File: src/rtl/dest_reg_scoreboard_if.sv
// Decode/write-back handshake bundle for the destination-register scoreboard.
`timescale 1ns/1ps
interface dest_reg_scoreboard_if;
   logic        issue_valid;
   logic        issue_we;
   logic [4:0]  issue_rd;
   logic [4:0]  src1;
   logic        src1_use;
   logic [4:0]  src2;
   logic        src2_use;
   logic        wb_valid;
   logic [4:0]  wb_rd;
   logic        flush;
   logic        stall;
   logic [31:0] busy;
   logic [5:0]  inflight;
   logic        err;

   // Pipeline side: drives issue/retire/flush, observes scoreboard state.
   modport master (
      output issue_valid, issue_we, issue_rd, src1, src1_use, src2, src2_use,
      output wb_valid, wb_rd, flush,
      input  stall, busy, inflight, err
   );

   // Scoreboard side.
   modport slave (
      input  issue_valid, issue_we, issue_rd, src1, src1_use, src2, src2_use,
      input  wb_valid, wb_rd, flush,
      output stall, busy, inflight, err
   );
endinterface

File: src/rtl/dest_reg_scoreboard.sv
// Destination-register scoreboard: per-register pending-write counters, decode
// stall on RAW hazards or counter saturation, sticky error on bogus retires.
`timescale 1ns/1ps
module dest_reg_scoreboard #(
   parameter int unsigned CNT_W = 2,
   parameter int unsigned NREG  = 32
) (
   input logic                  clk,
   input logic                  reset,
   dest_reg_scoreboard_if.slave sb
);

   localparam logic [CNT_W-1:0] CntMax = '1;

   logic [CNT_W-1:0] cnt_q [NREG];
   logic [CNT_W-1:0] cnt_d [NREG];
   logic [5:0]       inflight_q, inflight_d;
   logic             err_q, err_d;
   logic [31:0]      busy;
   logic             stall;
   logic             accept;

   // Busy vector straight from registered counters.
   always_comb begin
      busy = '0;
      for (int unsigned i = 0; i < NREG; i++) begin
         busy[i] = (cnt_q[i] != '0);
      end
   end

   // Stall uses registered state only; a same-cycle retire does not release it.
   always_comb begin
      stall  = sb.issue_valid &
               ((sb.src1_use & busy[sb.src1]) |
                (sb.src2_use & busy[sb.src2]) |
                (sb.issue_we & (sb.issue_rd != 5'd0) & (cnt_q[sb.issue_rd] == CntMax)));
      accept = sb.issue_valid & ~stall & ~sb.flush;
   end

   // Counter, error and in-flight total next state; flush wins over issue/retire.
   always_comb begin
      int unsigned sum;
      logic        inc;
      logic        dec;
      err_d = err_q;
      sum   = 0;
      inc   = 1'b0;
      dec   = 1'b0;
      for (int unsigned i = 0; i < NREG; i++) begin
         cnt_d[i] = cnt_q[i];
      end
      if (sb.flush) begin
         for (int unsigned i = 0; i < NREG; i++) begin
            cnt_d[i] = '0;
         end
      end else begin
         // r0 is never tracked, so its counter is left at zero.
         for (int unsigned i = 1; i < NREG; i++) begin
            inc = accept & sb.issue_we & (sb.issue_rd == 5'(i));
            dec = sb.wb_valid & (sb.wb_rd == 5'(i)) & (cnt_q[i] != '0);
            if (inc && !dec) begin
               cnt_d[i] = cnt_q[i] + 1'b1;
            end else if (dec && !inc) begin
               cnt_d[i] = cnt_q[i] - 1'b1;
            end
         end
         if (sb.wb_valid && (sb.wb_rd != 5'd0) && (cnt_q[sb.wb_rd] == '0)) begin
            err_d = 1'b1;
         end
      end
      for (int unsigned i = 1; i < NREG; i++) begin
         sum = sum + 32'(cnt_d[i]);
      end
      inflight_d = 6'(sum);
   end

   // State registers with asynchronous reset.
   always_ff @(posedge clk or posedge reset) begin
      if (reset) begin
         for (int unsigned i = 0; i < NREG; i++) begin
            cnt_q[i] <= '0;
         end
         inflight_q <= '0;
         err_q      <= 1'b0;
      end else begin
         for (int unsigned i = 0; i < NREG; i++) begin
            cnt_q[i] <= cnt_d[i];
         end
         inflight_q <= inflight_d;
         err_q      <= err_d;
      end
   end

   assign sb.stall    = stall;
   assign sb.busy     = busy;
   assign sb.inflight = inflight_q;
   assign sb.err      = err_q;

endmodule

File: src/flat_wrapper.sv
// flat-port wrapper written by rule: the top's interface ports become plain ports
module dest_reg_scoreboard_flat 
#(
   parameter int unsigned CNT_W = 2,
   parameter int unsigned NREG  = 32
)
  (clk, reset, sb_issue_valid, sb_issue_we, sb_issue_rd, sb_src1, sb_src1_use, sb_src2, sb_src2_use, sb_wb_valid, sb_wb_rd, sb_flush, sb_stall, sb_busy, sb_inflight, sb_err);
  dest_reg_scoreboard_if sb_i ();
  input logic clk;
  input logic reset;
  input wire logic [$bits(sb_i.issue_valid)-1:0] sb_issue_valid;
  input wire logic [$bits(sb_i.issue_we)-1:0] sb_issue_we;
  input wire logic [$bits(sb_i.issue_rd)-1:0] sb_issue_rd;
  input wire logic [$bits(sb_i.src1)-1:0] sb_src1;
  input wire logic [$bits(sb_i.src1_use)-1:0] sb_src1_use;
  input wire logic [$bits(sb_i.src2)-1:0] sb_src2;
  input wire logic [$bits(sb_i.src2_use)-1:0] sb_src2_use;
  input wire logic [$bits(sb_i.wb_valid)-1:0] sb_wb_valid;
  input wire logic [$bits(sb_i.wb_rd)-1:0] sb_wb_rd;
  input wire logic [$bits(sb_i.flush)-1:0] sb_flush;
  output wire logic [$bits(sb_i.stall)-1:0] sb_stall;
  output wire logic [$bits(sb_i.busy)-1:0] sb_busy;
  output wire logic [$bits(sb_i.inflight)-1:0] sb_inflight;
  output wire logic [$bits(sb_i.err)-1:0] sb_err;
  assign sb_i.issue_valid = sb_issue_valid;
  assign sb_i.issue_we = sb_issue_we;
  assign sb_i.issue_rd = sb_issue_rd;
  assign sb_i.src1 = sb_src1;
  assign sb_i.src1_use = sb_src1_use;
  assign sb_i.src2 = sb_src2;
  assign sb_i.src2_use = sb_src2_use;
  assign sb_i.wb_valid = sb_wb_valid;
  assign sb_i.wb_rd = sb_wb_rd;
  assign sb_i.flush = sb_flush;
  assign sb_stall = sb_i.stall;
  assign sb_busy = sb_i.busy;
  assign sb_inflight = sb_i.inflight;
  assign sb_err = sb_i.err;
  dest_reg_scoreboard #(.CNT_W(CNT_W), .NREG(NREG)) u_core (.clk(clk), .reset(reset), .sb(sb_i));
endmodule
File: config.mk
export PLATFORM = sky130hd
export DESIGN_NAME = dest_reg_scoreboard_flat
export DESIGN_NICKNAME = d
export VERILOG_FILES = /design/src/rtl/dest_reg_scoreboard_if.sv /design/src/rtl/dest_reg_scoreboard.sv /design/src/flat_wrapper.sv
export SDC_FILE = /design/constraint.sdc
export NUM_CORES = 1
export LEC_CHECK = 0
export ABC_AREA = 1
export CAP_MARGIN = 20
export CELL_PAD_IN_SITES_DETAIL_PLACEMENT = 1
export CELL_PAD_IN_SITES_GLOBAL_PLACEMENT = 2
export CORE_UTILIZATION = 33
export DETAILED_ROUTE_END_ITERATION = 6
export PLACE_DENSITY_LB_ADDON = 0.1
export RECOVER_POWER = 50
export SYNTH_ARGS = -nofsm -noshare
export SYNTH_HDL_FRONTEND = slang
export SYNTH_SLANG_ARGS = --single-unit
export TNS_END_PERCENT = 5
File: constraint.sdc
create_clock -name clk -period 8.12 [get_ports clk]
set_input_delay 1.218 -clock clk [delete_from_list [all_inputs] [get_ports clk]]
set_output_delay 1.218 -clock clk [all_outputs]
set_load 0.02 [all_outputs]
==> impl_metrics.env, run 1 <==
export IMPL_outcome="complete, but fails checks"
export IMPL_violations="capacitance limit, slew limit"
export IMPL_synth_common_cells="394 x nand2_1, 285 x inv_1, 171 x nand3_1"
export IMPL_crit_top_cell="fa_1"
export IMPL_yosys_area_top_type="dfrtp_1"
export IMPL_yosysTopAreaCellShare_pct=18.9
export IMPL_clock_sinks=69
export IMPL_gp_congestion=0.947
export IMPL_clkSlewWorstSetupHoldPaths_ps=70
export IMPL_final_cells=2019
export IMPL_max_stage_delay_ps=580
export IMPL_syn_inst=1452
export IMPL_final_hold_viol_count=0
export IMPL_htreeDepth=3
export IMPL_worstMarginPinSlew_ps=2590
export IMPL_drc=0
export IMPL_place_inst=1984
export IMPL_vdd_ir_drop_worst_mv=0.0662
export IMPL_drive_gt1_share_pct=17.0
export IMPL_powerDensity_mw_per_mm2=81.4
export IMPL_num_rows=60
export IMPL_crit_buf_inv=8
export IMPL_root_buffer="clkbuf_16"
export IMPL_clock_path_buffers=2
export IMPL_multiInputGateArea_mm2=0.00618
export IMPL_yosys_top_cells_area="dfrtp_1 19%, nand2_1 16%, fa_1 13%"
export IMPL_synth_area_mm2=0.00913
export IMPL_cp_top_family="adder cells"
export IMPL_start_kind="input port"
export IMPL_grt_max_degree=70
export IMPL_synthArstFlopShare_pct=100
export IMPL_cts_hold_buf=0
export IMPL_rr_startpoint="u_core.cnt_q[42]$_DFF_PP0_"
export IMPL_cp_max_fo=8
export IMPL_synth_flop_cell="dfrtp_1"
export IMPL_ff2ff_path_depth=39
export IMPL_initial_core_util_pct=33.8
export IMPL_vias=10400
export IMPL_firstDrtPassIters=5
export IMPL_path_class="input port to flip-flop"
export IMPL_antenna_found_initial=1
export IMPL_cts_tree="yes"
export IMPL_fp_dieW_um=168
export IMPL_post_synth_top_count_cell="nand2_1"
export IMPL_io_buffers=66
export IMPL_rr_endpoint="u_core.sb.inflight[5]$_DFF_PP0_"
export IMPL_p_leak_uw=0.00598
export IMPL_overflow=0
export IMPL_finalWirelength_um=42800
export IMPL_dieArea_mm2=0.0283
export IMPL_skew_ps=16.6
export IMPL_hold_ws_ps=463
export IMPL_rsz0062_at_grt="true"
export IMPL_dp_hpwl_um=34800
export IMPL_max_cap_violations=2
export IMPL_reg2reg_slack_ps=380
export IMPL_synth_edf_count=0
export IMPL_regArea_mm2=0.00173
export IMPL_grt_pass1_vias=10800
export IMPL_synthDistinctLibCells=36
export IMPL_synth_nets=1579
export IMPL_max_freq_ghz=0.127
export IMPL_end_kind="flip-flop"
export IMPL_fillers=3576
export IMPL_yosysSeqAreaShare_pct=18.9
export IMPL_syn_avg_cell_area_um2=6.29
export IMPL_setup_viol=0
export IMPL_min_path_cells=2
export IMPL_hold_class="flip-flop to flip-flop"
export IMPL_relSlewSlack_pct=-72.8
export IMPL_dieHeight_um=168
export IMPL_area_delta_synth_final_pct=30.4
export IMPL_min_to="u_core.sb.err$_DFFE_PP0P_"
export IMPL_routed_via_density=5.16
export IMPL_core_area_mm2=0.0270
export IMPL_drt_iter0_drc=517
export IMPL_cp_slowest_cell="fa_1"
export IMPL_nets=1799
export IMPL_cp_required_ps=8400
export IMPL_arrival_ps=8160
export IMPL_routedWlPerCell_um=21.2
export IMPL_cts_made_buffers=9
export IMPL_yosysWarnings=0
export IMPL_clk_latency_ps=360
export IMPL_antenna_left=0
export IMPL_post_route_min_period_ps=7870
export IMPL_track_usage_pct=31.2
export IMPL_min_from="u_core.sb.err$_DFFE_PP0P_"
export IMPL_ys_seq_elements=69
export IMPL_grt_pass1_wl_um=65000
export IMPL_slew_viol_final=72
export IMPL_finalCritPeriodShare_pct=97.0
export IMPL_io_pins=68
[sequential cells by signal, summed over array words and instances (netlist names)]
register and cells:
u_core.cnt_q 62, u_core.sb.inflight 6, u_core.sb.err 1
[what timing repair did]
action	in CTS	in global routing
setup buffers	6	7
gates resized for setup	49	70
setup endpoints to repair	5	5
cloned	3	1
pin swaps	19	34
[routing by layer]
metal / vias up / track usage, % / share of wire (%) / wire, µm
li1: 4974 / - / - / -
met1: 5038 / 40.4 / 44 / 18800
met2: 321 / 51.7 / 46 / 19800
met3: 76 / 4.49 / 5.6 / 2390
met4: 0 / 13.3 / 4.3 / 1820
met5: - / 0 / 0 / 0
[power by group]
part           leakage, µW  internal, µW  switching (µW)
Clock             0.000132           207             193
Combinational      0.00489          79.9             142
Sequential        0.000958           345            1.28
Total              0.00598           633             336
[metrics by stage]
step	setup slack (ps)	cell area (µm²)	setup TNS (ps)	total power, µW	util, %
after detailed placement	-951	11200	-3870	559	41.6
after CTS	4.38	11700	0	964	43.2
after global placement	-883	11200	-3770	558	41.6
after floorplan	1.04	9130	0	456	-
final	245	11900	0	969	44.0
after global routing	-165	11900	-186	1000	44.0
[layout by cell type (no fill, tap or decap), types with 10 or more instances in the layout]
master	n
a21oi_1	30
buf_4	165
buf_6	13
clkbuf_16	10
clkdlybuf4s50_1	45
dfrtp_1	69
fa_1	55
ha_1	40
inv_1	277
nand2_1	389
nand2_2	12
nand3_1	164
nand3b_1	16
nand4_1	45
nor2_1	142
nor2_4	13
nor3_1	55
o21ai_0	31
[cell families (layout without fill, tap and decap cells)]
| logic type | Yosys count | count (layout) | share of synthesized area [%] |
|---|---|---|---|
| XOR/XNOR | 5 | 5 | 0.480 |
| flip-flops | 69 | 69 | 18.9 |
| AO/OA/AOI/OAI | 78 | 78 | 4.54 |
| AND/OR/NAND/NOR | 863 | 863 | 42.9 |
| adder cells (fa/ha/maj) | 99 | 99 | 18.3 |
| other | 1 | 2 | 0.0411 |
| buffers and inverters | 337 | 562 | 14.9 |
[worst reg2reg max path, delay by kind of cell (launching register included)]
family	cells	cell delay, ps
AOI/OAI and AO/OA	2	220
DFF	1	390
and+or+nand+nor	17	1620
xor gates and xnor gates	1	150
buffers and inverters	8	680
adders and majority gates	11	4630
[area by class of cell]
cell class / instances / area share [%]
Antenna cell: 1 / 0.0210
Clock buffer: 10 / 1.92
Clock inverter: 6 / 0.336
Inverter: 292 / 9.39
Multi-Input combinational cell: 1046 / 51.9
Sequential cell: 69 / 14.5
Tap cell: 341 / 3.58
Timing Repair Buffer: 253 / 18.3
Timing Repair inverter: 1 / 0.0631
[how the worst max path moves through the flow]
stage,slack [ps],depth (start not counted),from,endpoint
2_1_floorplan,1,38,sb_src1[0],u_core.sb.inflight[5]$_DFF_PP0_
3_3_place_gp,-880,36,sb_issue_rd[0],u_core.sb.inflight[5]$_DFF_PP0_
3_5_place_dp,-950,38,sb_issue_rd[0],u_core.sb.inflight[5]$_DFF_PP0_
4_1_cts,4,40,sb_issue_rd[1],u_core.sb.inflight[5]$_DFF_PP0_
5_1_grt,-160,39,sb_issue_rd[1],u_core.sb.inflight[5]$_DFF_PP0_
6_report,250,37,sb_issue_rd[1],u_core.sb.inflight[5]$_DFF_PP0_
(Power assumes the default switching activity.)
==> run 2, diff against run 1 <==
Settings changed: GPL_TIMING_DRIVEN set to 0.
==> impl_metrics.env, run 2 (same netlist as run 1, synthesis figures left out) <==
export IMPL_dieArea_mm2=0.0283
export IMPL_pwr_share_seq_pct=32.8
export IMPL_start_kind="input port"
export IMPL_startpoint="sb_issue_rd[1]"
export IMPL_cts_made_buffers=9
export IMPL_regArea_mm2=0.00173
export IMPL_rsz0062_at_grt="true"
export IMPL_violations="capacitance limit, slew limit, setup timing"
export IMPL_relSlewSlack_pct=-52.3
export IMPL_outcome="complete, but fails checks"
export IMPL_post_route_min_period_ps=8270
export IMPL_hold_class="flip-flop to flip-flop"
export IMPL_clock_path_buffers=2
export IMPL_reg2reg_slack_ps=-70
export IMPL_finalWirelength_um=46100
export IMPL_fillers=3538
export IMPL_end_kind="flip-flop"
export IMPL_path_class="input port to flip-flop"
export IMPL_powerDensity_mw_per_mm2=92.4
export IMPL_cts_hold_buf=0
export IMPL_vdd_ir_drop_worst_mv=0.0737
export IMPL_gp_congestion=0.984
export IMPL_antenna_left=0
export IMPL_tns_ps=-245
export IMPL_firstDrtPassIters=5
export IMPL_num_rows=60
export IMPL_overflow=0
export IMPL_p_leak_uw=0.00552
export IMPL_power_net_switching_uw=363
export IMPL_fp_dieW_um=168
export IMPL_clk_latency_ps=370
export IMPL_clock_sinks=69
export IMPL_antenna_found_initial=0
export IMPL_fin_area_mm2=0.0114
export IMPL_min_path_cells=2
export IMPL_nets=1685
export IMPL_num_antenna_cells=0
export IMPL_largest_register="u_core.cnt_q"
export IMPL_drive_gt1_share_pct=13.2
export IMPL_dp_hpwl_um=36300
export IMPL_clkSlewWorstSetupHoldPaths_ps=70
export IMPL_min_from="u_core.sb.err$_DFFE_PP0P_"
export IMPL_swShare_pct=34.4
export IMPL_grt_pass1_vias=10700
export IMPL_ff2ff_path_depth=37
export IMPL_slew_viol_final=72
export IMPL_core_area_mm2=0.0270
export IMPL_max_stage_delay_ps=680
export IMPL_max_freq_ghz=0.121
export IMPL_layout_common_cells="372 x nand2_1, 276 x inv_1, 159 x nand3_1"
export IMPL_io_buffers=60
export IMPL_largest_reg_flops=62
export IMPL_routed_via_density=5.45
export IMPL_rr_startpoint="u_core.cnt_q[14]$_DFF_PP0_"
export IMPL_grt_max_degree=36
export IMPL_placed_cell_area_mm2=0.0102
export IMPL_grt_pass1_wl_um=67500
export IMPL_skew_ps=13.7
export IMPL_max_cap_violations=2
export IMPL_htreeDepth=3
export IMPL_p_int_uw=694
export IMPL_worstMarginPinSlew_ps=2280
export IMPL_comb_power_share_pct=22.4
export IMPL_setup_viol=3
export IMPL_area_delta_synth_final_pct=25.3
export IMPL_track_usage_pct=33.2
export IMPL_crit_top_cell="fa_2"
export IMPL_min_to="u_core.sb.err$_DFFE_PP0P_"
export IMPL_final_util_pct=42.3
export IMPL_drc=0
export IMPL_initial_core_util_pct=33.8
export IMPL_finalCritPeriodShare_pct=102
export IMPL_routedWlPerCell_um=24.2
export IMPL_clkPwrFrac_pct=44.8
export IMPL_multiInputGateArea_mm2=0.00640
export IMPL_arrival_ps=8530
export IMPL_cp_slowest_cell="fa_2"
export IMPL_final_hold_viol_count=0
export IMPL_worst_slack_ps=-155
export IMPL_layout_commonest_cell="nand2_1"
export IMPL_dieHeight_um=168
export IMPL_drt_iter0_drc=701
export IMPL_cp_max_fo=5
export IMPL_vias=10400
export IMPL_cts_tree="yes"
export IMPL_cp_required_ps=8380
export IMPL_io_pins=68
export IMPL_root_buffer="clkbuf_16"
export IMPL_rr_endpoint="u_core.sb.inflight[5]$_DFF_PP0_"
run 2: cell types whose count changed in the layout (fill, tap and decap cells not counted), moves of 6 or more:
cell     delta
nor2_1      -7
nand2_2    +13
fa_1        -6
buf_4     -133
fa_2        +6
o21ai_2     +7
buf_1       +6
nand2_1    -17
buf_8       +7
run 2: final cells by class:
type / instances / area share [%]
Multi-Input combinational cell: 1046 / 55.9
Clock buffer: 9 / 1.97
Buffer: 44 / 4.19
Inverter: 292 / 9.99
Sequential cell: 69 / 15.1
Timing Repair Buffer: 96 / 8.27
Clock inverter: 7 / 0.842
Tap cell: 341 / 3.73
run 2: timing repair:
action	CTS	global route
pin swaps	56	50
cloned	3	1
gates resized for setup	158	62
buffers inserted	23	8
endpoints found under the setup margin	5	5
run 2: metal layers:
metal | wire length, µm | up-vias | GRT usage, % | part of all wire, %
met5 | 0 | - | 0 | 0
met4 | 2540 | 0 | 18.1 | 5.5
met3 | 2860 | 94 | 4.28 | 6.2
met2 | 20300 | 364 | 52.7 | 44
met1 | 20300 | 5157 | 43.7 | 44
li1 | - | 4755 | - | -
run 2: worst max-delay path, delay by kind of cell:
kind	cells	cell delay (ps)
simple gates	18	1690
compound gates	2	190
buf+inv	6	570
xor+xnor	1	150
fa+ha+maj	10	4700
run 2: per-stage QoR:
stage / cells / total power, µW / hold WS (ps) / setup WS, ps
global route: 1904 / 1080 / 520 / -353
global placement: 1853 / 540 / 451 / -1870
detailed placement: 1854 / 542 / 464 / -1940
CTS: 1896 / 1050 / 481 / -211
floorplan: 1452 / 456 / 490 / 1.04
finish: 1904 / 1060 / 471 / -155
run 2: worst max path at each step:
stage / to / slack (ps) / depth (start not counted)
final: u_core.sb.inflight[5]$_DFF_PP0_ / -150 / 37
after global routing: u_core.sb.inflight[5]$_DFF_PP0_ / -350 / 38
after CTS: u_core.sb.inflight[5]$_DFF_PP0_ / -210 / 37
after detailed placement: u_core.sb.inflight[5]$_DFF_PP0_ / -1940 / 38
after global placement: u_core.sb.inflight[5]$_DFF_PP0_ / -1870 / 31
after floorplan: u_core.sb.inflight[5]$_DFF_PP0_ / 1 / 38
run 2: power groups by stage:
stage / registers (µW) / logic [µW] / clock network (µW)
2_1_floorplan: 355 / 101 / 0
3_3_place_gp: 354 / 186 / 0
3_5_place_dp: 354 / 189 / 0
4_1_cts: 347 / 224 / 477
5_1_grt: 347 / 248 / 485
6_report: 347 / 237 / 473
==> RTL change, RTL diff (settings of run 2) <==
`CNT_W` is set to 2 in 2 places; all go to 3.
--- a/src/rtl/dest_reg_scoreboard.sv
+++ b/src/rtl/dest_reg_scoreboard.sv
@@ -2,7 +2,7 @@
 // stall on RAW hazards or counter saturation, sticky error on bogus retires.
 `timescale 1ns/1ps
 module dest_reg_scoreboard #(
-   parameter int unsigned CNT_W = 2,
+   parameter int unsigned CNT_W = 3,
    parameter int unsigned NREG  = 32
 ) (
    input logic                  clk,
--- a/src/flat_wrapper.sv
+++ b/src/flat_wrapper.sv
@@ -1,7 +1,7 @@
 // flat-port wrapper written by rule: the top's interface ports become plain ports
 module dest_reg_scoreboard_flat 
 #(
-   parameter int unsigned CNT_W = 2,
+   parameter int unsigned CNT_W = 3,
    parameter int unsigned NREG  = 32
 )
   (clk, reset, sb_issue_valid, sb_issue_we, sb_issue_rd, sb_src1, sb_src1_use, sb_src2, sb_src2_use, sb_wb_valid, sb_wb_rd, sb_flush, sb_stall, sb_busy, sb_inflight, sb_err);
Function: not settled (the Yosys comparison gave no result); the edit may change what the design does.
==> RTL change against run 2 <==
The flow still finishes with violations (capacitance limit, slew limit, setup timing); worst hold slack worse by 0.0012 ns; via count is 34% higher; power is 23% higher; sequential power is 45% higher; routed wire length is 41% higher; count of clock-buffer cells in the layout is 1 higher; sequential cell count is 31 higher; critical path depth is 13 lower; cell area is 34% higher; setup slack worse by 0.088 ns; area after synthesis is 42% higher; critical path type unchanged; largest power group unchanged.
==> RTL change: results <==
{
  "status": "finished with violations",
  "violations": "capacitance limit, slew limit, setup timing",
  "largest_reg_flops": 93,
  "synthesis.instances": 1978,
  "antenna_found_initial": 3,
  "grt_start_max_net_pins": 54,
  "place_ws_ns": -1.99,
  "io_buffer_count": 61,
  "synthArstFlopShare_pct": 100,
  "synth_adder_area_share_pct": 23.4,
  "num-fill-cells": 5046,
  "synth.area.top_cells": "dfrtp_1 19%, nand2_1 17%, fa_1 13%",
  "rr_endpoint": "u_core.sb.inflight[3]",
  "rr_startpoint": "u_core.cnt_q[45]",
  "power_leakage_nw": 8.00,
  "stdcell_count": 2599,
  "worst_ep_arrival_time_ns": 8.66,
  "min-delay-start": "u_core.sb.err",
  "synth_commonest_cells": "594 x nand2_1, 333 x inv_1, 273 x nand3_1",
  "report.final.slew_viol_count": 103,
  "vias": 13900,
  "dr.pass1.iters": 5,
  "routed_wl_mm": 65.0,
  "rrSetupSlack_ns": 0.04,
  "regMostFlops": "u_core.cnt_q",
  "root_buffer": "clkbuf_16",
  "clock_latency_ns": 0.41,
  "drt_iter0_drc": 1036,
  "ir_drop_mv": 0.0988,
  "synth-main-ff-cell": "dfrtp_1",
  "cts_tree": "yes",
  "ys_seq_area_share_pct": 19.2,
  "worst_slack_ns": -0.243,
  "fin_nets": 2294,
  "max-cap-violations": 2,
  "gp_congestion": 0.964,
  "cp_max_fo": 10,
  "synth.area.mux_share_pct": 0,
  "htree_num_levels": 3,
  "startpoint": "sb_wb_rd[0]",
  "cts.clk_slew.worst_paths_ns": 0.08,
  "clockBufferDepth": 2,
  "r2r_cells": 34,
  "yosys_warnings": 0,
  "endpoint": "u_core.sb.inflight[3]",
  "synth_compound_area_share_pct": 4.24,
  "hpwlAfterDp_mm": 52.0,
  "drive_gt1_share_pct": 8.80,
  "finalSetupViolations": 3,
  "finClkSkew_ns": 0.0165,
  "syn_nets": 2197,
  "tightest_slew_ns": 3.57,
  "synth_xor_area_share_pct": 2.96,
  "worstHoldPathType": "register to register",
  "grt_pass1_wl_mm": 95.3,
  "ys_types": 39,
  "track_usage_pct": 33.0,
  "numCtsBuffers": 9
}
[RTL change: cell types whose count changed after synthesis, moves of 17 or more]
cell	run 2	this run
nand2_1	394	594
nand3_1	171	273
ha_1	42	104
nor2_1	149	209
nor3_1	56	7
inv_1	285	333
xnor2_1	2	39
dfrtp_1	69	100
fa_1	57	87
o21ai_0	33	16
[RTL change: what timing repair did]
| action | in CTS | in global routing |
|---|---|---|
| hold endpoints to repair | 0 | 0 |
| hold buffers | 0 | 0 |
| gates resized for setup | 117 | 40 |
| cloned | 0 | 1 |
| buffers inserted | 17 | 5 |
| endpoints found under the setup margin | 5 | 4 |
| pin swaps | 29 | 37 |
[RTL change: layer usage]
metal	global-route usage [%]	wire [um]	share of wire [%]	up-vias
met2	52.7	29100	45	486
met3	5.18	4590	7.1	128
met1	44.2	28200	43	6877
met4	14.3	3090	4.8	2
li1	-	-	-	6360
met5	0	11	0.017	-
[RTL change: report_power, final]
group	internal, mW	switching (mW)	total (mW)	leakage (nW)
logic	0.0746	0.189	0.263	6.44
registers	0.500	0.00223	0.502	1.39
clock network	0.280	0.254	0.534	0.162
[RTL change: worst min-delay path by stage]
stage                       end  slack (ns)  cells after the start
2_1_floorplan  u_core.cnt_q[70]        0.53                      2
3_3_place_gp      u_core.sb.err        0.46                      2
6_report          u_core.sb.err        0.47                      2
5_1_grt           u_core.sb.err        0.50                      2
3_5_place_dp      u_core.sb.err        0.46                      2
4_1_cts           u_core.sb.err        0.48                      2
[RTL change: metrics by stage]
| stage | setup TNS, ns | instance area, sq um |
|---|---|---|
| 2_1_floorplan | 0 | 13000 |
| 3_3_place_gp | -8.84 | 14300 |
| 3_5_place_dp | -8.79 | 14300 |
| 4_1_cts | -0.537 | 15100 |
| 5_1_grt | -1.25 | 15300 |
| 6_report | -0.544 | 15300 |
[RTL change: cell type report]
cell class / count / area share (%)
flip-flops and latches: 100 / 16.4
inverters: 343 / 8.48
clock inverters: 6 / 0.573
diodes: 1 / 0.0164
multi-input cells: 1483 / 60.4
well taps: 518 / 4.24
plain buffers: 52 / 2.83
repair buffers: 86 / 5.54
clock buffers: 10 / 1.56
[RTL change: worst max-delay path: stages]
cell and delay (ns):
clkdlybuf4s50_1 0.72, nand2_1 0.52, nor2_1 0.31, nand3_1 0.22, inv_1 0.18, nand2_2 0.10
nand2_2 0.08, o21ai_2 0.07, nor2_1 0.19, ha_2 0.21, fa_2 0.46, fa_2 0.65
fa_2 0.46, fa_1 0.53, fa_2 0.45, fa_2 0.55, inv_2 0.04, fa_2 0.34
fa_1 0.47, inv_1 0.07, ha_2 0.16, inv_2 0.05, fa_2 0.57, inv_2 0.03
